File: src/rtl/alu_wb_buffer_pkg.sv
// Widths and constants shared by the ALU units, the writeback buffer and the register file.
package alu_wb_buffer_pkg;

   localparam int unsigned XLEN       = 32;
   localparam int unsigned REG_ADDR_W = 5;
   localparam int unsigned ZERO_REG   = 0;

endpackage

File: src/rtl/alu_wb_fifo_mem.sv
// Entry storage and write/read pointers for the ALU writeback buffer.
module alu_wb_fifo_mem #(
   parameter int unsigned XLEN    = 32,
   parameter int unsigned RADDR_W = 5,
   parameter int unsigned DEPTH   = 2,
   parameter int unsigned PTR_W   = $clog2(DEPTH)
) (
   input  logic                           clk,
   input  logic                           rst,
   input  logic                           push,
   input  logic                           pop,
   input  logic [RADDR_W-1:0]             push_addr,
   input  logic [XLEN-1:0]                push_data,
   output logic [PTR_W-1:0]               rd_ptr,
   output logic [DEPTH-1:0][RADDR_W-1:0]  mem_addr,
   output logic [DEPTH-1:0][XLEN-1:0]     mem_data
);

   logic [PTR_W-1:0] wr_ptr_q, rd_ptr_q;

   // Pointers wrap naturally because DEPTH is a power of two.
   always_ff @(posedge clk or posedge rst) begin
      if (rst) begin
         wr_ptr_q <= '0;
         rd_ptr_q <= '0;
         mem_addr <= '0;
         mem_data <= '0;
      end else begin
         if (push) begin
            mem_addr[wr_ptr_q] <= push_addr;
            mem_data[wr_ptr_q] <= push_data;
            wr_ptr_q           <= wr_ptr_q + PTR_W'(1);
         end
         if (pop) begin
            rd_ptr_q <= rd_ptr_q + PTR_W'(1);
         end
      end
   end

   assign rd_ptr = rd_ptr_q;

endmodule

File: src/rtl/alu_wb_buffer.sv
// ALU result buffer feeding the register-file write port, with youngest-match forwarding.
module alu_wb_buffer #(
   parameter int unsigned XLEN    = alu_wb_buffer_pkg::XLEN,
   parameter int unsigned RADDR_W = alu_wb_buffer_pkg::REG_ADDR_W,
   parameter int unsigned DEPTH   = 2
) (
   input  logic               clk,
   input  logic               rst,
   input  logic               in_valid,
   output logic               in_ready,
   input  logic               in_we,
   input  logic [RADDR_W-1:0] in_rd_addr,
   input  logic [XLEN-1:0]    in_result,
   output logic               rf_we,
   output logic [RADDR_W-1:0] rf_waddr,
   output logic [XLEN-1:0]    rf_wdata,
   input  logic               rf_ready,
   input  logic [RADDR_W-1:0] fwd_raddr,
   output logic               fwd_hit,
   output logic [XLEN-1:0]    fwd_data
);

   import alu_wb_buffer_pkg::*;

   localparam int unsigned PTR_W = $clog2(DEPTH);
   localparam int unsigned CNT_W = PTR_W + 1;

   logic [CNT_W-1:0]                count_q, count_d;
   logic [PTR_W-1:0]                rd_ptr;
   logic [DEPTH-1:0][RADDR_W-1:0]   mem_addr;
   logic [DEPTH-1:0][XLEN-1:0]      mem_data;
   logic                            store, pop;

   assign in_ready = !rst && (count_q < CNT_W'(DEPTH));
   // Writes with no destination or to the zero register complete the handshake but are not kept.
   assign store    = in_valid && in_ready && in_we && (in_rd_addr != RADDR_W'(ZERO_REG));
   assign rf_we    = (count_q != '0);
   assign pop      = rf_we && rf_ready;
   assign rf_waddr = rf_we ? mem_addr[rd_ptr] : '0;
   assign rf_wdata = rf_we ? mem_data[rd_ptr] : '0;

   always_comb begin
      count_d = count_q;
      if (store && !pop) begin
         count_d = count_q + CNT_W'(1);
      end else if (!store && pop) begin
         count_d = count_q - CNT_W'(1);
      end
   end

   always_ff @(posedge clk or posedge rst) begin
      if (rst) begin
         count_q <= '0;
      end else begin
         count_q <= count_d;
      end
   end

   alu_wb_fifo_mem #(
      .XLEN    (XLEN),
      .RADDR_W (RADDR_W),
      .DEPTH   (DEPTH),
      .PTR_W   (PTR_W)
   ) u_mem (
      .clk       (clk),
      .rst       (rst),
      .push      (store),
      .pop       (pop),
      .push_addr (in_rd_addr),
      .push_data (in_result),
      .rd_ptr    (rd_ptr),
      .mem_addr  (mem_addr),
      .mem_data  (mem_data)
   );

   // Scan oldest to youngest so the last (youngest) match overrides earlier ones.
   always_comb begin
      logic [PTR_W-1:0] idx;
      idx      = '0;
      fwd_hit  = 1'b0;
      fwd_data = '0;
      if (fwd_raddr != RADDR_W'(ZERO_REG)) begin
         for (int i = 0; i < int'(DEPTH); i++) begin
            idx = rd_ptr + PTR_W'(i);
            if ((CNT_W'(i) < count_q) && (mem_addr[idx] == fwd_raddr)) begin
               fwd_hit  = 1'b1;
               fwd_data = mem_data[idx];
            end
         end
      end
   end

endmodule

File: config.mk
export PLATFORM = sky130hd
export DESIGN_NAME = alu_wb_buffer
export DESIGN_NICKNAME = d
export VERILOG_FILES = /design/src/rtl/alu_wb_buffer_pkg.sv /design/src/rtl/alu_wb_fifo_mem.sv /design/src/rtl/alu_wb_buffer.sv
export SDC_FILE = /design/constraint.sdc
export NUM_CORES = 1
export LEC_CHECK = 0
export ABC_AREA = 1
export CAP_MARGIN = 0
export CORE_MARGIN = 3
export CORE_UTILIZATION = 55
export DETAILED_ROUTE_END_ITERATION = 8
export PLACE_DENSITY_LB_ADDON = 0.2
export SYNTH_ARGS = -nofsm -noshare
export SYNTH_HDL_FRONTEND = slang
export SYNTH_HIERARCHICAL = 1
export SYNTH_SLANG_ARGS = --single-unit
File: constraint.sdc
create_clock -name clk -period 5.5 [get_ports clk]
set_clock_uncertainty 0.05 [all_clocks]
set_input_delay 0.825 -clock clk [delete_from_list [all_inputs] [get_ports clk]]
set_output_delay 0.825 -clock clk [all_outputs]
set_load 0.05 [all_outputs]
* Word-level counts from Yosys, hierarchy flattened
Index checks and enable logic that the tools add are counted.
Operators by class: $add $sub $neg 4, magnitude comparators 7, equality and inequality tests 2, reductions and logical operators 17, muxes and demuxes 24
Operators with widths (count):
- 32-bit two-way mux | 9
- 64-bit bitwise mux | 1
- 32-bit demux with 1-bit select | 1
- 5-bit two-way mux | 6
- 10-bit bitwise mux | 1
- 5-bit equality test | 2
- 1-bit logical AND | 10
- 5-bit nonzero test | 2
- 1-bit by 2-bit less-than comparator with 1-bit output, second input constant | 3
- 5-bit demux with 1-bit select | 1
- 1-bit by 2-bit less-than comparator with 1-bit output, first input constant | 2
- 2-bit two-way mux | 2
- 2-bit nonzero test | 2
- 1-bit logical NOT | 3
- 1-bit two-way mux | 3
- 1-bit adder, second input constant | 2
- 2-bit by 1-bit adder with 2-bit output, second input constant | 1
- 2-bit less-than comparator, second input constant | 1
- 2-bit by 1-bit subtractor with 2-bit output, second input constant | 1
- 1-bit greater-or-equal comparator, second input constant | 1
Word-level totals: word-level logic and storage cells 61, bits in registers 78, bits of input ports 47, output and inout bits 72

* Depth between registers and ports, before layout
depth after elaboration 9, gate-level depth with buffers 12, gate-level depth less buffers 10

* By module
Netlist, hierarchy kept.
Modules (own cells, without submodules):
- alu_wb_fifo_mem | area an instance 3034.2 um2, seq. area each 1901.8 um2, times used 1, cells an instance 327
- alu_wb_buffer | area an instance 2165.8 um2, seq. area each 50.0 um2, times used 1, cells an instance 473

* Worst setup path after synthesis
Ideal clock, no wire load.
path kind input -> output, start input port fwd_raddr[1], end output port fwd_data[11], buffers on the path 1, cell stages on the path 9, path slack 2.407 ns, data required time 4.625 ns, arrival 2.218 ns, cells stage by stage inv_1 > nand2_1 > nand2_1 > nor2_4 > nand3_4 > nand2_1 > nand2_2 > buf_6 > nor2_1
Between the ends: longest elaborated chain between the ends 5, elaborated cells between the ends (all ways) 8, those cells by class 2 x eq/ne; 3 x mux; 3 x reduce/logical
Ends and longest elaborated chain:
- start, declared | RTL line alu_wb_buffer.sv:18 | input logic [RADDR_W-1:0] fwd_raddr,
- 5-bit equality test | RTL line alu_wb_buffer.sv:85 | if ((CNT_W'(i) < count_q) && (mem_addr[idx] == fwd_raddr)) begin
- 1-bit logical AND | RTL line alu_wb_buffer.sv:85
- 32-bit two-way mux (2 in series) | RTL line alu_wb_buffer.sv:85
- 32-bit two-way mux * | RTL line alu_wb_buffer.sv:82 | if (fwd_raddr != RADDR_W'(ZERO_REG)) begin
- end, declared | RTL line alu_wb_buffer.sv:20 | output logic [XLEN-1:0] fwd_data
Mark *: on every way between the ends. The rest lies on a longest branch, timed or not.

* Worst setup path after layout
start register u_mem.rd_ptr_q (netlist: u_mem/rd_ptr), end output port fwd_data[4]
Between the ends: longest elaborated chain between the ends 7, elaborated cells between the ends (all ways) 16, those cells by class 1 x add/sub; 2 x eq/ne; 11 x mux; 2 x reduce/logical
Ends and longest elaborated chain:
- start, declared | RTL line alu_wb_fifo_mem.sv:19 | logic [PTR_W-1:0] wr_ptr_q, rd_ptr_q;
- start signal, assigned | RTL line alu_wb_fifo_mem.sv:35 | rd_ptr_q <= rd_ptr_q + PTR_W'(1);
- 1-bit adder or 5-bit two-way mux (tied branches) | RTL line alu_wb_buffer.sv:84, alu_wb_buffer.sv:85
- 5-bit two-way mux (not written as such) | RTL line alu_wb_buffer.sv:85
- 5-bit two-way mux (not written as such) or 5-bit equality test (tied branches) | RTL line alu_wb_buffer.sv:85
- 5-bit equality test or 1-bit logical AND (tied branches) | RTL line alu_wb_buffer.sv:85
- 1-bit logical AND or 32-bit two-way mux (tied branches) | RTL line alu_wb_buffer.sv:85
- 32-bit two-way mux * | RTL line alu_wb_buffer.sv:85
- 32-bit two-way mux * | RTL line alu_wb_buffer.sv:82
Mark *: on every way between the ends. The rest lies on a longest branch, timed or not. The select of a mux whose other input is x is not followed.

==> flow_metrics.py <==
metrics = {
    "outcome": {
        "status": "completed",
    },
    "synthesis": {
        "synth_seq_cells": 78,
        "seq_area_frac_synth_pct": 37.5,
        "synth_area_um2": 5200,
        "synthTopCellsByArea": "dfrtp_1, nand2_1, nand3_1",
        "yosys.area.top_type": "dfrtp_1",
        "ys_warn_count": 6,
        "synth_nets": 850,
        "syn_area_per_cell_um2": 6.50,
        "syn_inst": 800,
        "synth_top_area_share_pct": 37.5,
        "synth_cell_types": 23,
    },
    "routing": {
        "drc": 0,
        "first_pass_iters": 6,
        "drt_iter0_markers": 555,
        "vias_per_cell": 5.55,
        "wl_per_cell_um": 15.0,
        "ant_nets": 0,
        "routed_wl_um": 14800,
        "via_count": 5507,
    },
    "worst_setup_path": {
        "cpMaxStageDelayCell": "dfrtp_2",
        "crit_path_max_incr_delay_ps": 710,
        "required_ps": 4620,
        "path_common_cell": "nand2_1",
        "worst_setup_path_end_kind": "primary output",
        "crit_fanout": 50,
        "endpoint": "fwd_data[4]",
        "crit_family": "simple AND/OR/NAND/NOR gates",
        "path_cells": "buf_4 -> nand2_1 -> nand3_1 -> nand2_1 -> nor2_4 -> buf_4 -> nand3_4 -> nand2_1 -> nand2_2 -> nor2_1 -> buf_12",
        "critPathArrivalTime_ps": 3980,
        "cp-start-kind": "flip-flop",
        "path_class": "flip-flop to primary output",
        "crit_buf_inv": 3,
        "regToRegEndpoint": "u_mem/mem_data[31]",
        "worstSetupPathDepth": 11,
        "reg2reg_from": "u_mem/wr_ptr_q",
        "cp-startpoint": "u_mem/rd_ptr",
        "ff2ff_setup_slack_ps": 3290,
        "rr_worst_depth": 4,
    },
    "global_route": {
        "antenna_found_initial": 0,
        "grt_max_degree": 77,
        "grt_pass1_wl_um": 24200,
        "first_global_vias": 5175,
        "grt_usage_pct": 28.4,
        "grt-ovfl-total": 0,
    },
    "timing": {
        "hold_violations": 0,
        "fmax_mhz": 206,
        "hold_ws_ps": 427,
        "worst_pin_slew_ps": 982,
        "setup_viol": 0,
        "fin_crit_sh_pct": 88.2,
        "slew_headroom_pct": 34.6,
        "final.setup.tns_ps": 0,
        "slew_viol_final": 0,
        "min_period_ps": 4850,
        "rsz0062_at_grt": "no",
    },
    "place": {
        "io_buffers": 118,
        "dpl.hpwl_um": 9420,
        "globalplace.congestion": 0.878,
    },
    "cts": {
        "clock_sinks": 78,
        "cts_buffers": 9,
        "clk_path_buf_depth": 2,
        "ctsResizeCount": 0,
        "ctsRootBufferMaster": "clkbuf_8",
        "tritoncts": "done",
        "cts.htree.levels": 3,
        "cts_hold_buf": 0,
        "clk_pin_slew_worst_paths_ps": 80,
        "cts_setup_buffers": 0,
        "clock_latency_ps": 350,
    },
    "die": {
        "die_w_um": 103,
        "coreArea_um2": 8930,
        "die_area_um2": 10700,
        "die_y_um": 103,
        "start_util_pct": 58.2,
        "num_io_pins": 119,
        "row_count": 34,
    },
    "pwr": {
        "ir_drop_v": 0.000603,
        "total_power_w": 0.00474,
        "leakagePower_nw": 3.37,
        "pwr_density_cell_nw_per_um2": 740,
    },
    "worst_hold_path": {
        "min_path_type": "flip-flop to flip-flop",
    },
    "finish": {
        "diodes": 0,
        "final_net_count": 929,
        "drive_gt1_share_pct": 8.60,
        "multi_input_area_um2": 2680,
        "seq_area_um2": 1950,
        "final_common_cell": "nand2_1",
        "fillerInstances": 768,
        "layout_common_cells": "nand2_1, nand3_1, clkdlybuf4s50_1",
        "area_delta_synth_final_pct": 23.2,
    },
    "run": {
        "cap_violations": 0,
    },
}
## sequential cells by signal, summed over array words and instances, names as in the netlist
| register | cells |
|---|---|
| u_mem/rd_ptr | 1 |
| u_mem/wr_ptr_q | 1 |
| count_q | 2 |
| u_mem/mem_addr | 10 |
| u_mem/mem_data | 64 |
## stage by stage
stage                     setup WS (ps)  util, %  std cells  instance area (um^2)
after global routing                345     71.7        992                  6410
after CTS                           668     71.7        992                  6410
after detailed placement            998     69.3        976                  6190
final                               650     71.7        992                  6410
after floorplan                    2410        -        800                  5200
after global placement             1100     69.3        976                  6190
## kinds of logic (layout without fill, tap and decap cells)
group,Yosys count,in the layout,synth area share [%]
adders and majority gates,3,3,0.722
DFF,78,78,37.5
buffers and inverters,114,198,11.0
AOI/OAI and AO/OA,70,70,6.74
and+or+nand+nor,531,531,43.4
xor gates and xnor gates,4,4,0.674
## cell type report
type                    instances  share of cell area (%)
multi-input cells             608                    41.8
clock buffers                  11                    2.05
well taps                     108                    2.11
repair buffers                126                    18.9
flip-flops and latches         78                    30.5
clock inverters                 5                    1.31
inverters                      56                    3.34
## where the power goes
group	total (W)	leakage [nW]	switching (W)	internal [W]
clock	0.000477	0.0998	0.000220	0.000257
sequential	0.00106	0.975	0.000215	0.000849
combinational	0.00320	2.30	0.00225	0.000953
## how the worst min path moves through the flow
| stage | startpoint | slack (ps) | to | cells after the start |
|---|---|---|---|---|
| finish | u_mem/mem_data[1] | 430 | u_mem/mem_data[1] | 2 |
| global route | u_mem/mem_data[1] | 440 | u_mem/mem_data[1] | 2 |
| CTS | u_mem/mem_data[12] | 430 | u_mem/mem_data[12] | 2 |
| detailed placement | u_mem/mem_data[12] | 410 | u_mem/mem_data[12] | 2 |
| global placement | u_mem/mem_data[13] | 400 | u_mem/mem_data[13] | 2 |
| floorplan | u_mem/mem_data[10] | 390 | u_mem/mem_data[10] | 2 |
## per-layer routing
| metal | track usage, % | routed length, um | share of wire [%] |
|---|---|---|---|
| met5 | 0 | 0 | 0 |
| met4 | 9.86 | 213 | 1.4 |
| met3 | 4.63 | 1250 | 8.4 |
| met2 | 46.5 | 7210 | 49 |
| met1 | 38.6 | 6180 | 42 |
## Yosys cell counts
cell and count:
nand3_4 1, xor2_1 3, clkbuf_1 14, inv_2 1
buf_2 22, nand2_1 327, nor3_1 2, nand3_1 86
nor2_1 66, ha_1 3, buf_4 14, inv_4 1
o21ai_1 1, dfrtp_1 78, nor2_4 3, xnor2_1 1
nand4_1 33, buf_6 8, inv_1 54, a21oi_1 5
nand2_2 3, o21ai_0 64, nor2_2 10
## worst reg2reg max path, delay by kind of cell, from the launching register on
kind,cells,cell delay [ps]
simple gates,3,1080
buf+inv,1,580
flops,1,390
Power figures use the tool's default switching activity.
